--- config.mk ---
export PLATFORM = sky130hd
export DESIGN_NAME = fp_sched_flat
export DESIGN_NICKNAME = d
export VERILOG_FILES = /design/src/rtl/fp_sched_if.sv /design/src/rtl/fp_sched.sv /design/src/flat_wrapper.sv
export SDC_FILE = /design/constraint.sdc
export NUM_CORES = 1
export LEC_CHECK = 0
export ABC_AREA = 1
export CORE_UTILIZATION = 40
export DETAILED_ROUTE_END_ITERATION = 7
export PLACE_DENSITY = 0.82
export SYNTH_ARGS = -nofsm -noshare
export SYNTH_HDL_FRONTEND = slang
export SYNTH_SLANG_ARGS = --single-unit
--- constraint.sdc ---
create_clock -name CLOCK_50 -period 1.73 [get_ports CLOCK_50]
set_input_delay 0.173 -clock CLOCK_50 [delete_from_list [all_inputs] [get_ports CLOCK_50]]
set_output_delay 0.173 -clock CLOCK_50 [all_outputs]
set_load 0.05 [all_outputs]
--- src/rtl/fp_sched_if.sv ---
// fp_sched_if: bundles the requester-side and core-side signals of the
// shared fp_add/fp_mul scheduler.
//   slave  : the scheduler (drives ack/result/grant and the core controls)
//   master : the environment (requesters plus the fp_add/fp_mul cores)
// Operand buses pack requester i at bits [32*i+31:32*i].
interface fp_sched_if #(
    parameter int NREQ = 2
);
    logic [NREQ-1:0]      req;
    logic [NREQ-1:0]      op;
    logic [32*NREQ-1:0]   opa;
    logic [32*NREQ-1:0]   opb;
    logic [NREQ-1:0]      ack;
    logic [31:0]          result;
    logic                 timeout_err;
    logic                 busy;
    logic [NREQ-1:0]      grant;
    logic                 fp_restart;
    logic                 fp_start;
    logic [31:0]          fp_n1;
    logic [31:0]          fp_n2;
    logic [31:0]          fp_sum;
    logic [31:0]          fp_prod;
    logic                 fp_add_done;
    logic                 fp_mul_done;

    modport slave (
        input  req, op, opa, opb, fp_sum, fp_prod, fp_add_done, fp_mul_done,
        output ack, result, timeout_err, busy, grant,
               fp_restart, fp_start, fp_n1, fp_n2
    );

    modport master (
        output req, op, opa, opb, fp_sum, fp_prod, fp_add_done, fp_mul_done,
        input  ack, result, timeout_err, busy, grant,
               fp_restart, fp_start, fp_n1, fp_n2
    );
endinterface

--- src/rtl/fp_sched.sv ---
// fp_sched: round-robin owner of the shared fp_add/fp_mul core pair.
// Picks one requester, latches its operands, runs the restart/start/done
// handshake on the cores, returns the result with a one-cycle ack, and
// aborts with a quiet NaN if the watched core never reports done.
// Ports:
//   CLOCK_50 - system clock, rising edge
//   reset    - synchronous, active-high
//   bus      - fp_sched_if.slave: requester req/op/opa/opb -> ack/result/
//              timeout_err/busy/grant, and core fp_restart/fp_start/fp_n1/
//              fp_n2 -> fp_sum/fp_prod/fp_add_done/fp_mul_done
//
// state   | meaning
// IDLE    | no owner; scan req from ptr, latch winner's op and operands
// RESTART | hold cores in restart for one cycle, arm watchdog
// RUN     | cores started; wait for watched done or watchdog expiry
// RESP    | one-cycle ack to owner, advance round-robin pointer
module fp_sched #(
    parameter int NREQ    = 2,
    parameter int TIMEOUT = 64
) (
    input  logic      CLOCK_50,
    input  logic      reset,
    fp_sched_if.slave bus
);
    localparam int PW = (NREQ > 1) ? $clog2(NREQ) : 1;
    localparam int WW = $clog2(TIMEOUT);

    typedef enum logic [1:0] {IDLE, RESTART, RUN, RESP} state_t;

    state_t          state, state_nxt;
    logic [PW-1:0]   ptr, ptr_nxt, owner, owner_nxt;
    logic            op_l, op_nxt, abort, abort_nxt;
    logic [WW-1:0]   wdog, wdog_nxt;
    logic [31:0]     n1_q, n1_nxt, n2_q, n2_nxt, result_q, result_nxt;
    logic [NREQ-1:0] ack_q, ack_nxt, grant_q, grant_nxt, owner_oh;
    logic            busy_q, busy_nxt, terr_q, terr_nxt;
    logic            restart_q, restart_nxt, start_q, start_nxt;
    logic            found, watched_done;
    logic [PW:0]     scan;
    logic [31:0]     opa_arr [NREQ];
    logic [31:0]     opb_arr [NREQ];

    for (genvar g = 0; g < NREQ; g++) begin : g_unpack
        assign opa_arr[g] = bus.opa[32*g +: 32];
        assign opb_arr[g] = bus.opb[32*g +: 32];
    end

    always_comb begin
        state_nxt    = state;
        ptr_nxt      = ptr;
        owner_nxt    = owner;
        op_nxt       = op_l;
        abort_nxt    = abort;
        wdog_nxt     = wdog;
        n1_nxt       = n1_q;
        n2_nxt       = n2_q;
        result_nxt   = result_q;
        found        = 1'b0;
        scan         = '0;
        watched_done = op_l ? bus.fp_mul_done : bus.fp_add_done;

        case (state)
            IDLE: begin
                // First set req at ptr, ptr+1, ... wrapping mod NREQ.
                for (int i = 0; i < NREQ; i++) begin
                    scan = {1'b0, ptr} + (PW+1)'(i);
                    if (scan >= (PW+1)'(NREQ)) scan = scan - (PW+1)'(NREQ);
                    if (!found && bus.req[scan[PW-1:0]]) begin
                        found     = 1'b1;
                        owner_nxt = scan[PW-1:0];
                    end
                end
                if (found) begin
                    op_nxt    = bus.op[owner_nxt];
                    n1_nxt    = opa_arr[owner_nxt];
                    n2_nxt    = opb_arr[owner_nxt];
                    abort_nxt = 1'b0;
                    state_nxt = RESTART;
                end
            end
            RESTART: begin
                // Down-counter: reaching zero on RUN's TIMEOUT-th cycle aborts.
                wdog_nxt  = WW'(TIMEOUT - 1);
                state_nxt = RUN;
            end
            RUN: begin
                if (watched_done) begin
                    result_nxt = op_l ? bus.fp_prod : bus.fp_sum;
                    state_nxt  = RESP;
                end else if (wdog == '0) begin
                    result_nxt = 32'h7FC0_0000;
                    abort_nxt  = 1'b1;
                    state_nxt  = RESP;
                end else begin
                    wdog_nxt = wdog - 1'b1;
                end
            end
            RESP: begin
                ptr_nxt   = (owner == PW'(NREQ - 1)) ? '0 : owner + 1'b1;
                state_nxt = IDLE;
            end
            default: state_nxt = IDLE;
        endcase

        // Outputs are registered, so they are derived from the next state.
        owner_oh    = NREQ'(1) << owner_nxt;
        busy_nxt    = (state_nxt != IDLE);
        grant_nxt   = (state_nxt != IDLE) ? owner_oh : '0;
        ack_nxt     = (state_nxt == RESP) ? owner_oh : '0;
        terr_nxt    = (state_nxt == RESP) && abort_nxt;
        restart_nxt = (state_nxt != RUN);
        start_nxt   = (state_nxt == RUN);
    end

    always_ff @(posedge CLOCK_50) begin
        if (reset) begin
            state     <= IDLE;
            ptr       <= '0;
            owner     <= '0;
            op_l      <= 1'b0;
            abort     <= 1'b0;
            wdog      <= '0;
            n1_q      <= '0;
            n2_q      <= '0;
            result_q  <= '0;
            ack_q     <= '0;
            grant_q   <= '0;
            busy_q    <= 1'b0;
            terr_q    <= 1'b0;
            restart_q <= 1'b1;
            start_q   <= 1'b0;
        end else begin
            state     <= state_nxt;
            ptr       <= ptr_nxt;
            owner     <= owner_nxt;
            op_l      <= op_nxt;
            abort     <= abort_nxt;
            wdog      <= wdog_nxt;
            n1_q      <= n1_nxt;
            n2_q      <= n2_nxt;
            result_q  <= result_nxt;
            ack_q     <= ack_nxt;
            grant_q   <= grant_nxt;
            busy_q    <= busy_nxt;
            terr_q    <= terr_nxt;
            restart_q <= restart_nxt;
            start_q   <= start_nxt;
        end
    end

    assign bus.ack         = ack_q;
    assign bus.grant       = grant_q;
    assign bus.result      = result_q;
    assign bus.timeout_err = terr_q;
    assign bus.busy        = busy_q;
    assign bus.fp_restart  = restart_q;
    assign bus.fp_start    = start_q;
    assign bus.fp_n1       = n1_q;
    assign bus.fp_n2       = n2_q;
endmodule

--- src/flat_wrapper.sv ---
// flat-port wrapper written by rule: the top's interface ports become plain ports
module fp_sched_flat 
#(
    parameter int NREQ    = 2,
    parameter int TIMEOUT = 64
)
  (CLOCK_50, reset, bus_req, bus_op, bus_opa, bus_opb, bus_fp_sum, bus_fp_prod, bus_fp_add_done, bus_fp_mul_done, bus_ack, bus_result, bus_timeout_err, bus_busy, bus_grant, bus_fp_restart, bus_fp_start, bus_fp_n1, bus_fp_n2);
  fp_sched_if #(.NREQ(NREQ)) bus_i ();
  input  logic CLOCK_50;
  input  logic reset;
  input wire logic [$bits(bus_i.req)-1:0] bus_req;
  input wire logic [$bits(bus_i.op)-1:0] bus_op;
  input wire logic [$bits(bus_i.opa)-1:0] bus_opa;
  input wire logic [$bits(bus_i.opb)-1:0] bus_opb;
  input wire logic [$bits(bus_i.fp_sum)-1:0] bus_fp_sum;
  input wire logic [$bits(bus_i.fp_prod)-1:0] bus_fp_prod;
  input wire logic [$bits(bus_i.fp_add_done)-1:0] bus_fp_add_done;
  input wire logic [$bits(bus_i.fp_mul_done)-1:0] bus_fp_mul_done;
  output wire logic [$bits(bus_i.ack)-1:0] bus_ack;
  output wire logic [$bits(bus_i.result)-1:0] bus_result;
  output wire logic [$bits(bus_i.timeout_err)-1:0] bus_timeout_err;
  output wire logic [$bits(bus_i.busy)-1:0] bus_busy;
  output wire logic [$bits(bus_i.grant)-1:0] bus_grant;
  output wire logic [$bits(bus_i.fp_restart)-1:0] bus_fp_restart;
  output wire logic [$bits(bus_i.fp_start)-1:0] bus_fp_start;
  output wire logic [$bits(bus_i.fp_n1)-1:0] bus_fp_n1;
  output wire logic [$bits(bus_i.fp_n2)-1:0] bus_fp_n2;
  assign bus_i.req = bus_req;
  assign bus_i.op = bus_op;
  assign bus_i.opa = bus_opa;
  assign bus_i.opb = bus_opb;
  assign bus_i.fp_sum = bus_fp_sum;
  assign bus_i.fp_prod = bus_fp_prod;
  assign bus_i.fp_add_done = bus_fp_add_done;
  assign bus_i.fp_mul_done = bus_fp_mul_done;
  assign bus_ack = bus_i.ack;
  assign bus_result = bus_i.result;
  assign bus_timeout_err = bus_i.timeout_err;
  assign bus_busy = bus_i.busy;
  assign bus_grant = bus_i.grant;
  assign bus_fp_restart = bus_i.fp_restart;
  assign bus_fp_start = bus_i.fp_start;
  assign bus_fp_n1 = bus_i.fp_n1;
  assign bus_fp_n2 = bus_i.fp_n2;
  fp_sched #(.NREQ(NREQ), .TIMEOUT(TIMEOUT)) u_core (.CLOCK_50(CLOCK_50), .reset(reset), .bus(bus_i));
endmodule
Word level (Yosys, flattened, before mapping). Cells that the tools add are included. Widths: inputs -> output; s select.

Add/subtract/negate cells: 5. Order comparisons: 6. Eq/ne operators: 8. Shifts and indexed selects: 1. Multiplexer cells: 40. Bitwise operators: 3. Reductions and logical operators: 13.

Operators by type and width (count): $mux 32 (9); $mux 1 (23); $mux 6 (2); $pmux 6 s2 (1); $eq 2x2->1 const B (4); $pmux 2 s4 (1); $logic_not 6->1 (1); $lt 1x2->1 const B (3); $mux 2 (3); $ne 2x2->1 const B (3); $reduce_bool 2->1 (3); $sub 6x1->6 const B (1); $ge 2x2->1 const B (2); $reduce_and 2->1 (2); $reduce_or 2->1 (2); $reduce_and 3->1 (1); $add 1x1->2 const B (1); $eq 2x1->1 const B (1); $ge 1x2->1 const B (1); $logic_and 1x1->1 (2); $logic_not 2->1 (1); $not 1->1 (2); $not 1->2 (1); $pmux 1 s2 (1); 4 further kinds (5).

Register bits: 116. Input port bits: 200. Output and inout bits: 104. Logic and storage cells: 91.

Longest topological paths before layout.
Word-level depth: 16. Gate-level depth with buffers: 11. Mapped depth without buffers: 9.

Worst setup path after synthesis. OpenSTA, ideal clock, no wires.

Path kind: reg-to-reg. Start: register u_core.state[0]. End: register u_core.wdog[1]. Setup time: 0.128 ns. Data arrival time: 1.364 ns. Data required time: 1.602 ns. Setup slack: 0.239 ns. Cell stages (with the launch flop): 10. Buffers on the path: 1. Clock period less this slack: 1.491 ns. Cell sequence: dfxtp_1 > inv_1 > ha_1 > buf_2 > inv_1 > nor2_1 > nand2_1 > nand3_1 > o21ai_0 > nor2_1.

Cells in the longest elaborated chain, start to end: 3. Elaborated cells between the ends (all ways): 7. Those cells by class: 4 x eq/ne; 1 x mux; 2 x reduce/logical.

Ends and longest elaborated chain: start: declaration (RTL line fp_sched.sv:30) `state_t state, state_nxt;`; start signal: assignment (RTL line fp_sched.sv:133) `state <= state_nxt;`; $eq 2x2->1 or $eq 2x1->1 (tied branches) (RTL line fp_sched.sv:62) `case (state)`; $ne 2x2->1 (no source line) or $reduce_bool 2->1 (tied branches); $reduce_and 3->1 (no source line); end signal: assignment (RTL line fp_sched.sv:138) `wdog <= wdog_nxt;`; end: declaration (RTL line fp_sched.sv:33) `logic [WW-1:0] wdog, wdog_nxt;`.

Several ways; a longest one is shown, not always the timed one. A chain may end at the register's enable or synchronous reset.

Worst setup path after layout.
Start: register u_core.grant_q[0] (netlist: u_core.bus.grant[0]). End: output bus_grant[0].

RTL lines: start: declaration (RTL line fp_sched.sv:35) `logic [NREQ-1:0] ack_q, ack_nxt, grant_q, grant_nxt, owner_oh;`; start signal: assignment (RTL line fp_sched.sv:143) `grant_q <= grant_nxt;`; end: declaration (RTL line flat_wrapper.sv:23) `output wire logic [$bits(bus_i.grant)-1:0] bus_grant;`.

No word-level cell between the ends.

==> metrics.txt <==
Synthesis Warnings 0; actual transition at the worst max-transition pin 529 ps; critical path fanouts, max 1; global-route usage over all layers 0.245; sequential standard cell area 0.00232 mm2; Async SR Flop Fraction 0; library cell used as clock root buffer sky130_fd_sc_hd__clkbuf_16; most frequently used flop master after synthesis sky130_fd_sc_hd__dfxtp_1; Synth Cell Area 0.00567 mm2; multi-input combinational cell area 0.00272 mm2; clock-pin slew on the worst setup and hold paths 50 ps; vertical die dimension 121 um; post-layout util 0.670; worst slew margin relative to its limit 0.648; CP arrival 1520 ps; Initial Util 0.410; Worst Setup Slack post-DPL 66.2 ps; area share of the leading cell type in the synthesized netlist 0.410; number of maximum-capacitance violations 0; detailed-route wire length per cell 13.0 um; final setup fails 0; top cell type by total area after synthesis sky130_fd_sc_hd__dfxtp_1; wire length of the first global-routing pass 27,700 um; static leakage power 4.90 nW; number of clock sinks 116; Bufs on Longest Clock Path 2; peak supply drop 0.926 mV; max layer used met4; maximum number of pins on one net before global-route repair 56; hpwl dp 13,300 um; Row Count 43; maximum clock skew at final layout 5.51 ps; routed length on met3 2000 um; quantity of hold-fixing buffers added after cts 0; remaining routing DRC violations 0; Synth-to-Final Area Change 63.5%; cell types with the highest counts after synthesis sky130_fd_sc_hd__nand2_1 (356), sky130_fd_sc_hd__nor2_1 (139), sky130_fd_sc_hd__dfxtp_1 (116); final-report hold violation count 0; category of the worst setup path launch point register; cell with the biggest individual delay on the critical path sky130_fd_sc_hd__clkdlybuf4s50_1; length of the first detailed-routing pass in iterations 5; core area 0.0138 mm2; antenna violations before repair 1; number of fill cells 1,222; Final Slew Violations 0; Post-Route WL 18,000 um; final period utilization 0.981; number of nets with antenna violations after routing 0; sequential element share of the synthesized area 0.410; critical path start-end classification register to output port; Total Nets Final 1,399; synthesized net count 1,108; Yosys reg bits 116; TritonCTS buffer count 17; synthesized netlist cell count 903; series of cell instances along the critical path clkdlybuf4s50_1; count of H-tree levels built during CTS 4; EDFF count, synth 0; area enclosed by the die boundary 0.0146 mm2; routability congestion estimate 0.845; routed wl met2 8620 um; count of buffers from port buffering 303; minimum clock period after layout 1700 ps; number of design-rule violations left by the first detailed-router iteration 296; top-level port count 304; fraction of final layout cells sized beyond drive strength 1 0.0706; gate family responsible for the most delay along the worst path buffers and inverters; clock latency reported for the late side of the worst-skew pair 410 ps; via count of the first global-routing pass 5,846; post-CTS repair timing setup buffer count 0; total power density per cell area 1700 mW/mm2; top-count cell post-synth sky130_fd_sc_hd__nand2_1; element type at the critical path end output port; delay of the slowest cell on the worst path 790 ps; Avg Vias per Cell 4.63; Post-Route Hold Slack 129 ps; number of distinct library cells after synthesis 22; maximum achievable frequency 0.589 GHz; min setup slack post-route 33.5 ps; total negative slack for setup checks 0 ps; setup repair after global routing missed its margin false; required time of the critical path 1560 ps; Avg Cell Area, Syn 6.28 um2; x dimension of the die 121 um; result of the run completed; clock tree from TritonCTS yes; top cells by area, synth sky130_fd_sc_hd__dfxtp_1 (41%), sky130_fd_sc_hd__nand2_1 (24%), sky130_fd_sc_hd__nor2_1 (9.2%); total via count after detailed routing 6,408; Met1 Wirelength 6900 um; type of the tightest min-delay check primary input to register; Buffers & Inverters on Critical Path 1; total gr overflow 0
[power by group]
group	internal, W	total, W	switching (W)	leakage [nW]
registers	0.00358	0.00400	0.000423	0.956
clock network	0.00185	0.00301	0.00116	0.255
logic	0.00280	0.00872	0.00592	3.69
[metal layers]
metal | global-route usage | vias up
met5 | 0 | -
met2 | 0.424 | 253
li1 | - | 3318
met1 | 0.259 | 2807
met4 | 0.102 | 0
met3 | 0.105 | 30
[worst paths after layout]
| kind | start | end | slack, ps | cells past startpoint |
|---|---|---|---|---|
| setup reg to reg | u_core.state[0] | u_core.wdog[5] | 170 | 10 |
| hold reg to reg | u_core.owner | u_core.ptr | 450 | 1 |
| hold / removal | reset | u_core.bus.result[0] | 130 | 2 |
| setup / recovery | u_core.bus.grant[0] | bus_grant[0] | 30 | 1 |
[state kept, by name, indices dropped and copies added (netlist names)]
register / count
u_core.bus.fp_n2: 32
u_core.bus.ack: 2
u_core.abort: 1
u_core.wdog: 6
u_core.ptr: 1
u_core.bus.timeout_err: 1
u_core.bus.busy: 1
u_core.bus.fp_start: 1
u_core.bus.fp_n1: 32
u_core.bus.fp_restart: 1
u_core.bus.grant: 2
u_core.owner: 1
u_core.bus.result: 32
u_core.op_l: 1
u_core.state: 2
[metrics by stage]
stage / cells / power [W] / area [um2]
after global routing: 1385 / 0.0168 / 9270
after floorplan: 903 / 0.0102 / 5670
after global placement: 1355 / 0.0130 / 8830
final: 1385 / 0.0157 / 9270
after CTS: 1384 / 0.0158 / 9240
after detailed placement: 1355 / 0.0131 / 8830
[timing repair]
item / 4_1_cts / 5_1_grt
setup endpoints to repair: 72 / 19
gates cloned: 0 / 0
resized for setup: 72 / 9
[cell usage in the layout, fill, tap and decap left out, types with 6 or more instances in the layout]
| cell type | Yosys | routed |
|---|---|---|
| sky130_fd_sc_hd__clkdlybuf4s50_1 | 0 | 203 |
| sky130_fd_sc_hd__nor2_1 | 139 | 139 |
| sky130_fd_sc_hd__nand3_1 | 84 | 83 |
| sky130_fd_sc_hd__dlygate4sd2_1 | 0 | 72 |
| sky130_fd_sc_hd__dlymetal6s2s_1 | 0 | 6 |
| sky130_fd_sc_hd__dfxtp_1 | 116 | 116 |
| sky130_fd_sc_hd__buf_4 | 8 | 38 |
| sky130_fd_sc_hd__nand2_1 | 356 | 354 |
| sky130_fd_sc_hd__o211a_1 | 9 | 9 |
| sky130_fd_sc_hd__clkbuf_16 | 0 | 17 |
| sky130_fd_sc_hd__inv_1 | 84 | 83 |
| sky130_fd_sc_hd__a21oi_1 | 33 | 33 |
| sky130_fd_sc_hd__buf_12 | 0 | 7 |
| sky130_fd_sc_hd__clkinv_2 | 0 | 7 |
| sky130_fd_sc_hd__o21ai_0 | 6 | 6 |
[cells by family (layout without fill, tap and decap cells)]
group | Yosys count | count (layout) | synth area share
compound gates | 50 | 50 | 0.0521
fa+ha+maj | 5 | 5 | 0.0110
buf+inv | 143 | 444 | 0.113
flops | 116 | 116 | 0.410
other cells | 0 | 1 | 0
simple gates | 589 | 589 | 0.414
[layout make-up]
cell class,instances,area share
clock inverter,7,0.00378
sequential,116,0.251
inverter,89,0.0363
antenna,1,0.000270
timing repair buffer,326,0.341
tap,180,0.0243
multi-input combinational,644,0.293
clock buffer,22,0.0501
No activity file was read; power rests on OpenSTA's default activity.
